<file path="config.mk">
export PLATFORM = sky130hd
export DESIGN_NAME = wb_commit_stage
export DESIGN_NICKNAME = d
export VERILOG_FILES = /design/src/rtl/wb_commit_stage.sv
export SDC_FILE = /design/constraint.sdc
export NUM_CORES = 1
export LEC_CHECK = 0
export ABC_AREA = 1
export CORE_MARGIN = 5
export CORE_UTILIZATION = 50
export CTS_BUF_LIST = sky130_fd_sc_hd__clkbuf_8
export CTS_CLUSTER_SIZE = 30
export DETAILED_ROUTE_END_ITERATION = 16
export DONT_BUFFER_PORTS = 1
export PLACE_DENSITY = 0.64
export RECOVER_POWER = 50
export SLEW_MARGIN = 20
export SYNTH_ARGS = -nofsm -noshare
export SYNTH_HDL_FRONTEND = slang
export SYNTH_SLANG_ARGS = --single-unit
export TNS_END_PERCENT = 100
</file>
<file path="constraint.sdc">
create_clock -name clk -period 2 [get_ports clk]
set_input_delay 0.1 -clock clk [delete_from_list [all_inputs] [get_ports clk]]
set_output_delay 0.1 -clock clk [all_outputs]
set_load 0.02 [all_outputs]
</file>
<file path="src/rtl/wb_commit_stage.sv">
// Dual-issue writeback stage: holds the M->W register for both lanes, extracts
// load data, resolves WAW/exception kills and drives both regfile write ports.
module wb_commit_stage #(
    parameter int CNT_W = 32
) (
    input  logic             clk,
    input  logic             rst,
    input  logic             stall_W,
    input  logic             flush_W,
    input  logic             m_valid0,
    input  logic             m_valid1,
    input  logic             m_we0,
    input  logic             m_we1,
    input  logic [4:0]       m_wa0,
    input  logic [4:0]       m_wa1,
    input  logic [31:0]      m_wd0,
    input  logic [31:0]      m_wd1,
    input  logic             m_except0,
    input  logic             m_except1,
    input  logic             m_is_load0,
    input  logic [2:0]       m_ld_type0,
    input  logic [1:0]       m_addr_lo0,
    input  logic [31:0]      dmem_rdata,
    output logic             we3,
    output logic [4:0]       wa3,
    output logic [31:0]      wd3,
    output logic             we4,
    output logic [4:0]       wa4,
    output logic [31:0]      wd4,
    output logic [CNT_W-1:0] retired_cnt
);

    localparam logic [2:0] LD_LB  = 3'd0;
    localparam logic [2:0] LD_LBU = 3'd1;
    localparam logic [2:0] LD_LH  = 3'd2;
    localparam logic [2:0] LD_LHU = 3'd3;

    logic        w_v0, w_v1;
    logic        w_we0, w_we1;
    logic [4:0]  w_wa0, w_wa1;
    logic [31:0] w_wd0, w_wd1;
    logic        w_exc0, w_exc1;
    logic        w_is_load0;
    logic [2:0]  w_ld_type0;
    logic [1:0]  w_addr_lo0;

    logic        hold_flag;
    logic [31:0] hold_data;

    logic [31:0] ld_src;
    logic [7:0]  ld_byte;
    logic [15:0] ld_half;
    logic [31:0] ld_data;
    logic        ret0, ret1;
    logic [1:0]  retire_inc;

    // M->W pipeline register; the whole register freezes while stall_W is high
    always_ff @(posedge clk) begin
        if (rst) begin
            w_v0       <= 1'b0;
            w_v1       <= 1'b0;
            w_we0      <= 1'b0;
            w_we1      <= 1'b0;
            w_wa0      <= 5'd0;
            w_wa1      <= 5'd0;
            w_wd0      <= 32'd0;
            w_wd1      <= 32'd0;
            w_exc0     <= 1'b0;
            w_exc1     <= 1'b0;
            w_is_load0 <= 1'b0;
            w_ld_type0 <= 3'd0;
            w_addr_lo0 <= 2'd0;
        end else if (!stall_W) begin
            w_v0       <= m_valid0 & ~flush_W;
            w_v1       <= m_valid1 & ~flush_W & ~m_except0;
            w_we0      <= m_we0 & ~m_except0;
            w_we1      <= m_we1 & ~m_except1 & ~m_except0;
            w_wa0      <= m_wa0;
            w_wa1      <= m_wa1;
            w_wd0      <= m_wd0;
            w_wd1      <= m_wd1;
            w_exc0     <= m_except0;
            w_exc1     <= m_except1;
            w_is_load0 <= m_is_load0;
            w_ld_type0 <= m_ld_type0;
            w_addr_lo0 <= m_addr_lo0;
        end
    end

    // dmem_rdata is only valid in the first W cycle, so capture it on stall entry
    always_ff @(posedge clk) begin
        if (rst) begin
            hold_flag <= 1'b0;
            hold_data <= 32'd0;
        end else if (!stall_W) begin
            hold_flag <= 1'b0;
        end else if (!hold_flag && w_v0 && w_is_load0) begin
            hold_flag <= 1'b1;
            hold_data <= dmem_rdata;
        end
    end

    always_comb begin
        ld_src = hold_flag ? hold_data : dmem_rdata;
        ld_byte = ld_src[7:0];
        case (w_addr_lo0)
            2'd0: ld_byte = ld_src[7:0];
            2'd1: ld_byte = ld_src[15:8];
            2'd2: ld_byte = ld_src[23:16];
            2'd3: ld_byte = ld_src[31:24];
            default: ld_byte = ld_src[7:0];
        endcase
        ld_half = w_addr_lo0[1] ? ld_src[31:16] : ld_src[15:0];
        case (w_ld_type0)
            LD_LB:   ld_data = {{24{ld_byte[7]}}, ld_byte};
            LD_LBU:  ld_data = {24'd0, ld_byte};
            LD_LH:   ld_data = {{16{ld_half[15]}}, ld_half};
            LD_LHU:  ld_data = {16'd0, ld_half};
            default: ld_data = ld_src;
        endcase
    end

    // Lane 1 is younger, so on a same-destination dual write it wins
    always_comb begin
        we4 = w_v1 & w_we1 & (w_wa1 != 5'd0);
        we3 = w_v0 & w_we0 & (w_wa0 != 5'd0) & ~(we4 & (w_wa1 == w_wa0));
        wa3 = w_wa0;
        wa4 = w_wa1;
        wd3 = w_is_load0 ? ld_data : w_wd0;
        wd4 = w_wd1;
    end

    assign ret0       = w_v0 & ~w_exc0;
    assign ret1       = w_v1 & ~w_exc1;
    assign retire_inc = {1'b0, ret0} + {1'b0, ret1};

    always_ff @(posedge clk) begin
        if (rst) begin
            retired_cnt <= '0;
        end else if (!stall_W) begin
            retired_cnt <= retired_cnt + CNT_W'(retire_inc);
        end
    end

endmodule

</file>
=== Word level (Yosys, flattened, before mapping) ===
Cells that the tools add are included.

* Bits in registers: 151
* Logic and storage cells: 60

* Mux-type cells: 5
* $add $sub $neg: 2
* Reduce and logical (&&, ||, !) cells: 9
* Bitwise operators: 21
* Eq/ne operators: 7

{| class="wikitable"
|+ Operator list
! operator !! number
|-
| 32-bit one-hot mux with 4 select lines || 1
|-
| 32-bit 2-to-1 mux || 2
|-
| 32-bit by 2-bit adder with 32-bit output || 1
|-
| 8-bit one-hot mux with 4 select lines || 1
|-
| 16-bit 2-to-1 mux || 1
|-
| 1-bit bitwise AND || 14
|-
| 5-bit nonzero test || 2
|-
| 1-bit inverter || 7
|-
| 3-bit by 2-bit equality test with 1-bit output (second input constant) || 2
|-
| 5-bit equality test || 1
|-
| 2-bit equality test (second input constant) || 2
|-
| 3-bit by 1-bit equality test with 1-bit output (second input constant) || 1
|-
| 3-bit logical NOT || 1
|-
| 1-bit by 1-bit adder with 2-bit output || 1
|-
| 2-bit by 1-bit equality test with 1-bit output (second input constant) || 1
|-
| 1-bit logical AND || 2
|-
| 2-bit logical NOT || 1
|-
| 2-bit AND reduction || 1
|-
| 2-bit OR reduction || 1
|-
| 1-bit logical NOT || 1
|}

=== Longest topological paths before layout ===
Gate-level depths: netlist of run 1.

* Depth in word-level cells: 5
* Depth in mapped cells: 12
* Depth with buffers taken out: 12

=== Worst setup path before layout of run 1 ===
No wires, ideal clock.

* Path kind: register -> register
* Start point: reg retired_cnt[0]
* End point: reg retired_cnt[22]
* Period minus slack after synthesis: 1,709 ps
* Setup slack: 291 ps
* Cell stages (with the launch flop): 10
* Data arrival time: 1,595 ps
* Library setup time: 115 ps
* Path buffers: 0
* Path through: dfxtp_1 > fa_1 > ha_1 > nand2_4 > nor2_8 > nand2_2 > nor2_1 > nand3_1 > a21oi_1 > o21a_1

* Longest elaborated chain between the ends: 1

{| class="wikitable"
|+ RTL lines
! item !! RTL line !! text
|-
| start: declaration || 30 || <nowiki>output logic [CNT_W-1:0] retired_cnt</nowiki>
|-
| start signal: assignment || 141 || <nowiki>retired_cnt <= retired_cnt + CNT_W'(retire_inc);</nowiki>
|-
| 32-bit by 2-bit adder with 32-bit output || 141 ||
|}

No other way between the ends.
A chain may end at the register's enable or synchronous reset.

=== Worst setup path after layout of run 1 ===
* Start point: reg hold_flag
* End point: out wd3[14]

* Longest elaborated chain between the ends: 4
* Elaborated cells on any way between the ends: 5
* Those cells by class: mux (5)

{| class="wikitable"
|+ RTL lines
! item !! RTL line !! text
|-
| start: declaration || 47 || <nowiki>logic hold_flag;</nowiki>
|-
| start signal: assignment || 93 || <nowiki>hold_flag <= 1'b0;</nowiki>
|-
| start signal: assignment || 96 || <nowiki>hold_flag <= 1'b0;</nowiki>
|-
| start signal: assignment || 98 || <nowiki>hold_flag <= 1'b1;</nowiki>
|-
| 32-bit 2-to-1 mux (*) || 104 || <nowiki>ld_src = hold_flag ? hold_data : dmem_rdata;</nowiki>
|-
| 8-bit one-hot mux with 4 select lines / 16-bit 2-to-1 mux (equally long branches) || 106, 113 ||
|-
| 32-bit one-hot mux with 4 select lines (*) || 114 || <nowiki>case (w_ld_type0)</nowiki>
|-
| 32-bit 2-to-1 mux (*) || 129 || <nowiki>wd3 = w_is_load0 ? ld_data : w_wd0;</nowiki>
|-
| end: declaration || 26 || <nowiki>output logic [31:0] wd3,</nowiki>
|}

Mark *: on every way between the ends. The rest lies on a longest branch, timed or not.

==> results.py, run 1 <==
metrics = {
    "grt": {
        "grtUsageTotal": 0.2864,
        "grt_max_degree": 73,
        "grt_pass1_vias": 8215,
        "grt_pass1_wl_um": 41390,
        "antenna_found_initial": 4,
        "grt_overflow_total": 0,
    },
    "power_and_ir_drop": {
        "leakage_nw": 4.581,
        "ir_drop_mv": 0.5985,
        "p_per_area_mw_per_mm2": 636.9,
    },
    "sta": {
        "setup_slack_ns": -0.09107,
        "hold_viol": 0,
        "slew_headroom": 0.4005,
        "whs_ns": 0.01990,
        "fin_tns_setup_ns": -1.446,
        "slew_viol_final": 0,
        "finalSetupViolations": 25,
        "rsz0062_at_grt": "yes",
        "fmaxAchievable_ghz": 0.4782,
        "worst_slew_pin_slew_ns": 0.8963,
        "min_period_over_period": 1.046,
        "finalCriticalPeriod_ns": 2.091,
        "skew_ns": 0.01478,
    },
    "layout": {
        "fill_cells": 1235,
        "multi_input_area_sq_mm": 0.004113,
        "final_core_util": 0.7106,
        "mostFrequentLayoutCells": "307 x nand2_1, 148 x dlygate4sd3_1, 145 x dfxtp_1",
        "layout.nets": 1454,
        "area_delta_synth_final_pct": 38.39,
        "mostFrequentLayoutCell": "nand2_1",
        "drive_above_1_share": 0.1662,
        "regArea_sq_mm": 0.003033,
    },
    "floorplan": {
        "die_h_um": 132.6,
        "die-area_sq_mm": 0.01759,
        "die_w_um": 132.6,
        "start_util": 0.5135,
        "num_io_pins": 230,
        "core.rowCount": 44,
        "core-area_sq_mm": 0.01464,
    },
    "clock_tree": {
        "clock-sinks": 151,
        "tritoncts": "done",
        "worstSkewPairLatency_ns": 0.47,
        "cts_buffer_depth": 2,
        "h-tree-depth": 4,
        "root_buffer": "clkbuf_8",
        "numCtsBuffers": 17,
        "clk_pin_slew_ns": 0.09,
    },
    "logic_synthesis": {
        "synthArstFlopShare": 0,
        "synth_ff_type": "dfxtp_1",
        "synth_nets": 1285,
        "synth_seq_area_share": 0.4020,
        "synth_area_per_cell_sq_um": 6.477,
        "synth-edff-count": 0,
        "ys_seq_elements": 151,
        "yosysUniqueCellTypes": 40,
        "synth_area_leader_cell": "dfxtp_1",
        "synth_area_leaders": "dfxtp_1 40%, nand2_1 17%, nor2_1 7.1%",
        "syn_area_sq_mm": 0.007520,
        "syn_inst": 1161,
        "synth_top_area_share": 0.4020,
        "ys_warn_count": 0,
    },
    "place": {
        "hpwl_um": 16430,
        "dpl_worst_slack_ns": 0.1063,
        "portBuffers": 0,
        "place_congestion": 0.9112,
    },
    "min_path": {
        "hp-class": "in2reg",
        "hold_depth": 4,
        "min_from": "rst",
        "whs_endpoint": "retired_cnt[17]",
    },
    "worst_setup_path": {
        "ff2ff_path_depth": 4,
        "r2r_slack_ns": 0.06,
        "path_max_fanout": 9,
        "worstSetupPathType": "reg2out",
        "required_ns": 1.90,
        "reg2reg_to": "wd4[27]",
        "end_kind": "output pin",
        "critPathArrivalTime_ns": 1.99,
        "crit_start": "hold_flag",
        "startpoint_type": "flip-flop",
        "timing.rr.start": "wd4[27]",
    },
    "detailed_routing": {
        "drtPass1Iterations": 5,
        "remaining_drc_errors": 0,
        "wire_per_inst_um": 16.89,
        "postRouteAntennaNets": 0,
        "via_per_inst": 5.352,
        "drt-total-wl_um": 25850,
        "vias": 8189,
        "drt_iter0_markers": 467,
    },
    "run": {
        "maxCapViolCount": 0,
    },
    "status": {
        "status": "complete, but fails checks",
        "violations": "negative setup slack",
    },
}
worst max-delay path: stages, from the launching register on:
cell and delay [ns]:
dfxtp_4 0.40, buf_6 0.14, nand2_2 0.06, nand3_1 0.14
nand2_4 0.08, nand2_2 0.10, nand3_4 0.14, buf_8 0.19
a22oi_2 0.13, buf_6 0.14
metal layers:
layer	part of all wire	wire [um]	GRT usage	vias to the layer above
li1	-	-	-	4026
met1	0.39	10080	0.3232	3816
met2	0.51	13130	0.5023	280
met3	0.069	1793	0.08998	67
met4	0.033	843	0.1149	0
met5	0	0	0	-
synthesized netlist by cell type, drive strengths merged (2+ instances only):
library cell and n:
a21oi 91, a22oi 9, and2 12, buf 25, clkbuf 39, dfxtp 151
inv 122, nand2 339, nand3 88, nand4 12, nor2 149, nor3 6
o211ai 3, o21a 2, o21ai 96, xnor2 3, xor2 6
area by class of cell:
cell class / instances / share of cell area
antenna: 4 / 0.0009619
clock buffer: 17 / 0.02248
clock inverter: 14 / 0.01070
inverter: 123 / 0.04749
multi-input combinational: 823 / 0.3952
sequential: 151 / 0.2915
tap: 184 / 0.02212
timing repair buffer: 214 / 0.2096
state kept, by name (all words and copies together), names as in the netlist, 2 cells and up:
name         cells
wa4              5
wa3              5
retired_cnt     32
w_wd0           32
w_addr_lo0       2
wd4             32
w_ld_type0       3
hold_data       32
worst max-delay path by stage:
stage | slack [ns] | to | depth (start not counted)
2_1_floorplan | 0.29 | retired_cnt[22] | 9
3_3_place_gp | 0.18 | retired_cnt[26] | 12
3_5_place_dp | 0.11 | retired_cnt[26] | 12
4_1_cts | -0.06 | wd3[8] | 8
5_1_grt | -0.21 | wd3[8] | 10
6_report | -0.09 | wd3[14] | 9
kinds of logic after synthesis:
logic type,after synthesis,synth area share
AOI/OAI and AO/OA,204,0.1414
xor gates and xnor gates,9,0.01048
adders and majority gates,2,0.004326
buffers and inverters,187,0.09967
DFF,151,0.4020
and+or+nand+nor,608,0.3421
metrics by stage:
step	cell area [sq um]	instances	total power, mW
floorplan	7520	1161	3.843
global placement	7920	1337	4.022
detailed placement	7920	1337	4.029
CTS	10130	1524	6.555
global route	10410	1530	6.894
finish	10410	1530	6.628
what timing repair did:
action | in CTS | in global routing
hold buffers | 150 | 0
setup buffers | 5 | 1
setup endpoints to repair | 32 | 45
pin swaps | 9 | 15
hold endpoints to repair | 133 | 0
gates resized for setup | 83 | 81
cloned | 1 | 1
where the power goes:
part | switching, mW | internal [mW]
registers | 0.129 | 3.11
logic | 0.696 | 0.543
clock network | 1.27 | 0.879
total | 2.10 | 4.53
Note: power is estimated with default switching activity, not from simulation.
==> run 2: changes to the inputs <==
- ABC_AREA: 1 -> default
- CORE_ASPECT_RATIO: default -> 0.8
==> run 2 against run 1 <==
Effect of this change:
- the run ends with negative hold slack, negative setup slack left
- sequential power is essentially flat
- utilization grew 3.2 points
- power fell by 1.1%
- synthesized area shrank 6.0%
- non-clock buffer count grew 5
- count of clock-buffer cells in the layout unchanged
- global-route usage decreased by 0.52 points
==> results.py, run 2 <==
metrics = {
    "status": {
        "status": "complete, but fails checks",
        "violations": "negative hold slack, negative setup slack",
    },
    "sta": {
        "finalSetupViolations": 55,
        "slew_headroom": 0.6432,
        "whs_ns": -0.3008,
        "skew_ns": 0.01023,
        "min_period_over_period": 1.165,
        "finalCriticalPeriod_ns": 2.330,
        "fmaxAchievable_ghz": 0.4292,
        "worst_slew_pin_slew_ns": 0.5353,
        "rsz0062_at_grt": "yes",
        "setup_slack_ns": -0.3299,
        "slew_viol_final": 0,
        "fin_tns_setup_ns": -9.925,
        "hold_viol": 61,
    },
    "logic_synthesis": {
        "synth_area_leaders": "dfxtp_1 43%, mux2i_1 17%, nor2_1 5.9%",
        "ys_seq_elements": 151,
        "yosysMostFrequentCell": "dfxtp_1",
        "synth_nets": 936,
        "syn_inst": 812,
        "synthArstFlopShare": 0,
        "synth_top_area_share": 0.4278,
        "synth_area_leader_cell": "dfxtp_1",
        "synth_seq_area_share": 0.4278,
        "ys_warn_count": 0,
        "synth_ff_type": "dfxtp_1",
        "synth-edff-count": 0,
        "synth_commonest_cells": "151 x dfxtp_1, 120 x mux2i_1, 112 x nor2_1",
        "yosysUniqueCellTypes": 45,
        "syn_area_sq_mm": 0.007067,
        "synth_area_per_cell_sq_um": 8.703,
    },
    "grt": {
        "grt_overflow_total": 0,
        "grt_pass1_wl_um": 36580,
        "grt_max_degree": 153,
        "antenna_found_initial": 0,
        "grt_pass1_vias": 6971,
        "grtUsageTotal": 0.2812,
    },
    "clock_tree": {
        "cts-hold-fix-buffers": 91,
        "tritoncts": "done",
        "root_buffer": "clkbuf_8",
        "cts_buffer_depth": 2,
        "numCtsBuffers": 17,
        "clock-sinks": 151,
        "h-tree-depth": 4,
        "clk_pin_slew_ns": 0.09,
        "worstSkewPairLatency_ns": 0.45,
    },
    "layout": {
        "drive_above_1_share": 0.2635,
        "fin_area_sq_mm": 0.01017,
        "diodes": 0,
        "finalNonFillerCells": 1182,
        "area_delta_synth_final_pct": 43.93,
        "final_core_util": 0.7428,
        "mostFrequentLayoutCells": "142 x dfxtp_1, 112 x nor2_1, 93 x mux2i_1",
        "mostFrequentLayoutCell": "dfxtp_1",
        "multi_input_area_sq_mm": 0.004531,
        "fill_cells": 970,
        "regArea_sq_mm": 0.003042,
        "layout.nets": 1113,
    },
    "detailed_routing": {
        "drt-total-wl_um": 24360,
        "via_per_inst": 5.785,
        "vias": 6838,
        "postRouteAntennaNets": 0,
        "drtPass1Iterations": 5,
        "remaining_drc_errors": 0,
        "drt_iter0_markers": 391,
        "wire_per_inst_um": 20.61,
    },
    "power_and_ir_drop": {
        "p_per_area_mw_per_mm2": 644.5,
        "ir_drop_mv": 0.6226,
        "leakage_nw": 4.100,
    },
    "worst_setup_path": {
        "ff2ff_path_depth": 8,
        "required_ns": 1.90,
        "timing.rr.start": "w_v1",
        "critPathMaxStageDelay_ns": 0.35,
        "startpoint_type": "flip-flop",
        "crit_chain": "buf_8, mux2i_4, a22oi_2, a21oi_2, buf_2, o221ai_1, buf_4",
        "crit_path_top_delay_cell": "dfxtp_2",
        "r2r_slack_ns": -0.23,
        "reg2reg_to": "retired_cnt[14]",
        "critPathArrivalTime_ns": 2.23,
        "crit_start": "w_addr_lo0[1]",
        "cp-endpoint": "wd3[25]",
        "end_kind": "output pin",
        "path_max_fanout": 5,
        "worstSetupPathType": "reg2out",
    },
    "floorplan": {
        "num_io_pins": 230,
        "die_w_um": 142.9,
        "die_h_um": 116.3,
        "die-area_sq_mm": 0.01663,
        "core-area_sq_mm": 0.01369,
        "core.rowCount": 38,
        "start_util": 0.5161,
    },
    "place": {
        "portBuffers": 0,
        "dpl_worst_slack_ns": -0.2720,
        "place_congestion": 0.9227,
        "place_inst": 1030,
        "hpwl_um": 14860,
        "placed_area_sq_mm": 0.007866,
    },
    "min_path": {
        "hp-class": "in2reg",
        "hold_depth": 1,
    },
    "run": {
        "maxCapViolCount": 0,
    },
}
-- run 2: cell types whose count changed in the layout (fill, tap and decap cells not counted), sizes merged, moves of 19 or more --
cell	delta
a21oi	-31
nand2b	+19
o21ai	-79
inv	-110
a31oi	+21
buf	+41
nor2	-37
nand2	-244
dlygate4sd3	-57
nand3	-78
clkbuf	+21
or4	+20
mux2i	+120
-- run 2: cell type report --
type / instances / share of cell area
clock buffers: 17 / 0.02300
repair buffers: 219 / 0.1933
well taps: 180 / 0.02214
multi-input cells: 591 / 0.4454
flip-flops and latches: 151 / 0.2991
clock inverters: 15 / 0.01353
inverters: 9 / 0.003567
-- run 2: cells by family after synthesis --
family | count (synthesis) | share of synthesized area
AO/OA/AOI/OAI | 138 | 0.1186
multiplexers | 130 | 0.1875
flip-flops | 151 | 0.4278
AND/OR/NAND/NOR | 307 | 0.2049
adder cells (fa/ha/maj) | 2 | 0.004603
XOR/XNOR | 13 | 0.01611
buffers and inverters | 71 | 0.04054
-- run 2: layer usage --
| layer | vias to the layer above | GRT usage | routed length (um) |
|---|---|---|---|
| met2 | 287 | 0.4768 | 11990 |
| met4 | 0 | 0.08676 | 452 |
| met1 | 3286 | 0.3287 | 9553 |
| met3 | 39 | 0.1142 | 2365 |
| li1 | 3226 | - | - |
| met5 | - | 0 | 0 |
-- run 2: what timing repair did --
action                                 in CTS  in global routing
pin swaps                                  22                 41
cloned                                      6                  1
endpoints found under the hold margin     151                 61
resized for setup                         117                 72
setup endpoints to repair                  53                 55
buffers inserted                           18                  8
-- run 2: power by group --
group / leakage [nW] / internal, mW / total (mW) / switching, mW
clock: 0.191 / 0.916 / 2.25 / 1.34
sequential: 1.24 / 3.11 / 3.26 / 0.154
combinational: 2.67 / 0.547 / 1.04 / 0.492
-- run 2: through the flow --
stage	power [mW]	hold slack, ns
after global placement	4.005	0.1861
final	6.555	-0.3008
after floorplan	3.842	0.2360
after CTS	6.464	-0.3191
after detailed placement	4.023	0.1868
after global routing	6.796	-0.3428
-- run 2: worst min-delay path by stage --
stage	end	slack [ns]	startpoint
2_1_floorplan	hold_data[0]	0.24	dmem_rdata[0]
3_3_place_gp	retired_cnt[30]	0.19	rst
3_5_place_dp	retired_cnt[30]	0.19	rst
4_1_cts	retired_cnt[22]	-0.32	rst
5_1_grt	retired_cnt[28]	-0.34	rst
6_report	retired_cnt[30]	-0.30	rst
-- run 2: critical path: cells and delay by family, from the launching register on --
family | cells | cell delay, ns
buffers and inverters | 3 | 0.57
DFF | 1 | 0.35
muxes | 1 | 0.27
AOI/OAI and AO/OA | 3 | 0.58
==> run 3: changes to the inputs <==
- CORE_UTILIZATION: 50 -> 55
- PLACE_DENSITY: 0.64 -> 0.69
==> run 3 against run 2 <==
Effect of this change:
- the flow still finishes with violations (negative hold slack, negative setup slack)
- maximum frequency increased by 5.0%
- largest cell class unchanged
- die area shrank 8.4%
- highest routed layer unchanged
- power is 3.2% higher
- utilization rose by 4.8 points
- worst hold slack got worse by 0.00072 ns
- clock skew up 0.0016 ns
- sequential power about the same
- setup slack improved by 0.11 ns
- critical path type is now reg2reg
==> results.py, run 3 (synthesis gave the netlist of run 2 again) <==
metrics = {
    "status": {
        "status": "complete, but fails checks",
        "violations": "negative hold slack, negative setup slack",
    },
    "detailed_routing": {
        "wire_per_inst_um": 21.19,
        "postRouteAntennaNets": 0,
        "drt-total-wl_um": 24750,
        "remaining_drc_errors": 0,
        "drtPass1Iterations": 5,
        "drt_iter0_markers": 563,
        "via_per_inst": 6.070,
        "vias": 7090,
    },
    "worst_setup_path": {
        "timing.rr.start": "w_v1",
        "critPathArrivalTime_ns": 2.62,
        "ff2ff_path_depth": 7,
        "r2r_slack_ns": -0.22,
        "end_kind": "flip-flop",
        "reg2reg_to": "retired_cnt[30]",
        "crit_start": "w_v1",
        "startpoint_type": "flip-flop",
        "cp-endpoint": "retired_cnt[30]",
        "path_max_fanout": 7,
        "worstSetupPathType": "reg2reg",
        "required_ns": 2.40,
    },
    "layout": {
        "final_core_util": 0.7904,
        "fin_area_sq_mm": 0.01006,
        "mostFrequentLayoutCells": "143 x dfxtp_1, 112 x nor2_1, 93 x nand2_1",
        "mostFrequentLayoutCell": "dfxtp_1",
        "drive_above_1_share": 0.2518,
        "area_delta_synth_final_pct": 42.39,
        "diodes": 0,
        "layout.nets": 1104,
    },
    "sta": {
        "setup_slack_ns": -0.2184,
        "min_period_over_period": 1.109,
        "fmaxAchievable_ghz": 0.4508,
        "finalCriticalPeriod_ns": 2.218,
        "skew_ns": 0.01183,
        "worst_slew_pin_slew_ns": 0.5077,
        "rsz0062_at_grt": "yes",
        "slew_viol_final": 0,
        "hold_viol": 60,
        "slew_headroom": 0.6615,
        "finalSetupViolations": 51,
        "whs_ns": -0.3016,
    },
    "power_and_ir_drop": {
        "leakage_nw": 4.039,
        "ir_drop_mv": 0.9742,
        "power.total_mw": 6.765,
        "p_per_area_mw_per_mm2": 672.3,
    },
    "clock_tree": {
        "root_buffer": "clkbuf_8",
        "h-tree-depth": 4,
        "clock-sinks": 151,
        "cts-hold-fix-buffers": 92,
        "clk_pin_slew_ns": 0.09,
        "numCtsBuffers": 17,
        "worstSkewPairLatency_ns": 0.47,
        "tritoncts": "done",
        "cts_buffer_depth": 2,
    },
    "place": {
        "place_congestion": 0.9043,
        "portBuffers": 0,
        "dpl_worst_slack_ns": -0.2582,
        "placed_area_sq_mm": 0.007775,
        "hpwl_um": 14750,
    },
    "grt": {
        "antenna_found_initial": 0,
        "grt_use_met2": 0.5131,
        "met1_usage": 0.3725,
        "grt_pass1_wl_um": 37360,
        "grt_pass1_vias": 7041,
        "grt_overflow_total": 0,
        "grt_max_degree": 153,
        "grtUsageTotal": 0.3096,
        "met3_usage": 0.1079,
        "globalRoute.busiestLayer": "met2",
    },
    "floorplan": {
        "die_h_um": 111.4,
        "die_w_um": 136.7,
        "num_io_pins": 230,
        "die-area_sq_mm": 0.01523,
        "core-area_sq_mm": 0.01273,
        "core.rowCount": 37,
        "start_util": 0.5551,
    },
    "min_path": {
        "hp-class": "in2reg",
    },
    "run": {
        "maxCapViolCount": 0,
    },
}
## run 3: cell type report
cell class	instances	area, sq um
fill	787	2669
multi-input combinational	592	4482
tap	175	219.0
inverter	9	36.28
timing repair buffer	209	1874
clock buffer	17	234.0
clock inverter	15	178.9
sequential	151	3038
## run 3: worst min path at each step
stage / from / to / slack, ns / cells past startpoint
2_1_floorplan: dmem_rdata[0] / hold_data[0] / 0.24 / 2
3_3_place_gp: rst / retired_cnt[18] / 0.18 / 1
3_5_place_dp: rst / retired_cnt[19] / 0.19 / 1
4_1_cts: rst / retired_cnt[19] / -0.31 / 1
5_1_grt: rst / retired_cnt[20] / -0.33 / 1
6_report: rst / retired_cnt[18] / -0.30 / 1
## run 3: metrics by stage
stage | setup TNS [ns] | cells | hold slack, ns
finish | -7.255 | 1168 | -0.3016
global route | -11.83 | 1168 | -0.3265
CTS | -5.561 | 1161 | -0.3126
detailed placement | -2.407 | 1017 | 0.1881
global placement | -1.314 | 1017 | 0.1783
floorplan | -1.232 | 812 | 0.2360
## run 3: worst max-delay path: stages, from the launching register on
cell and delay, ns:
dfxtp_2 0.33, nor2b_4 0.14, fa_2 0.25, ha_4 0.16, inv_4 0.04, or4_4 0.58, or4_4 0.51, a21oi_2 0.14
## run 3: layer usage
metal	up-vias	share of wire
met1	3390	0.37
met3	82	0.11
li1	3213	-
met5	-	0
met4	0	0.032
met2	405	0.48
## run 3: power breakdown
part	total (mW)	internal [mW]	leakage, nW	switching [mW]
Sequential	3.26	3.11	1.24	0.155
Combinational	1.01	0.532	2.60	0.479
Clock	2.49	1.24	0.204	1.25
## run 3: repair_timing
item                                    4_1_cts  5_1_grt
endpoints found under the setup margin       52       52
gates cloned                                  7        1
setup buffers                                13        7
pin swaps                                    22       17
gates resized for setup                     116       64
hold endpoints to repair                    151       60
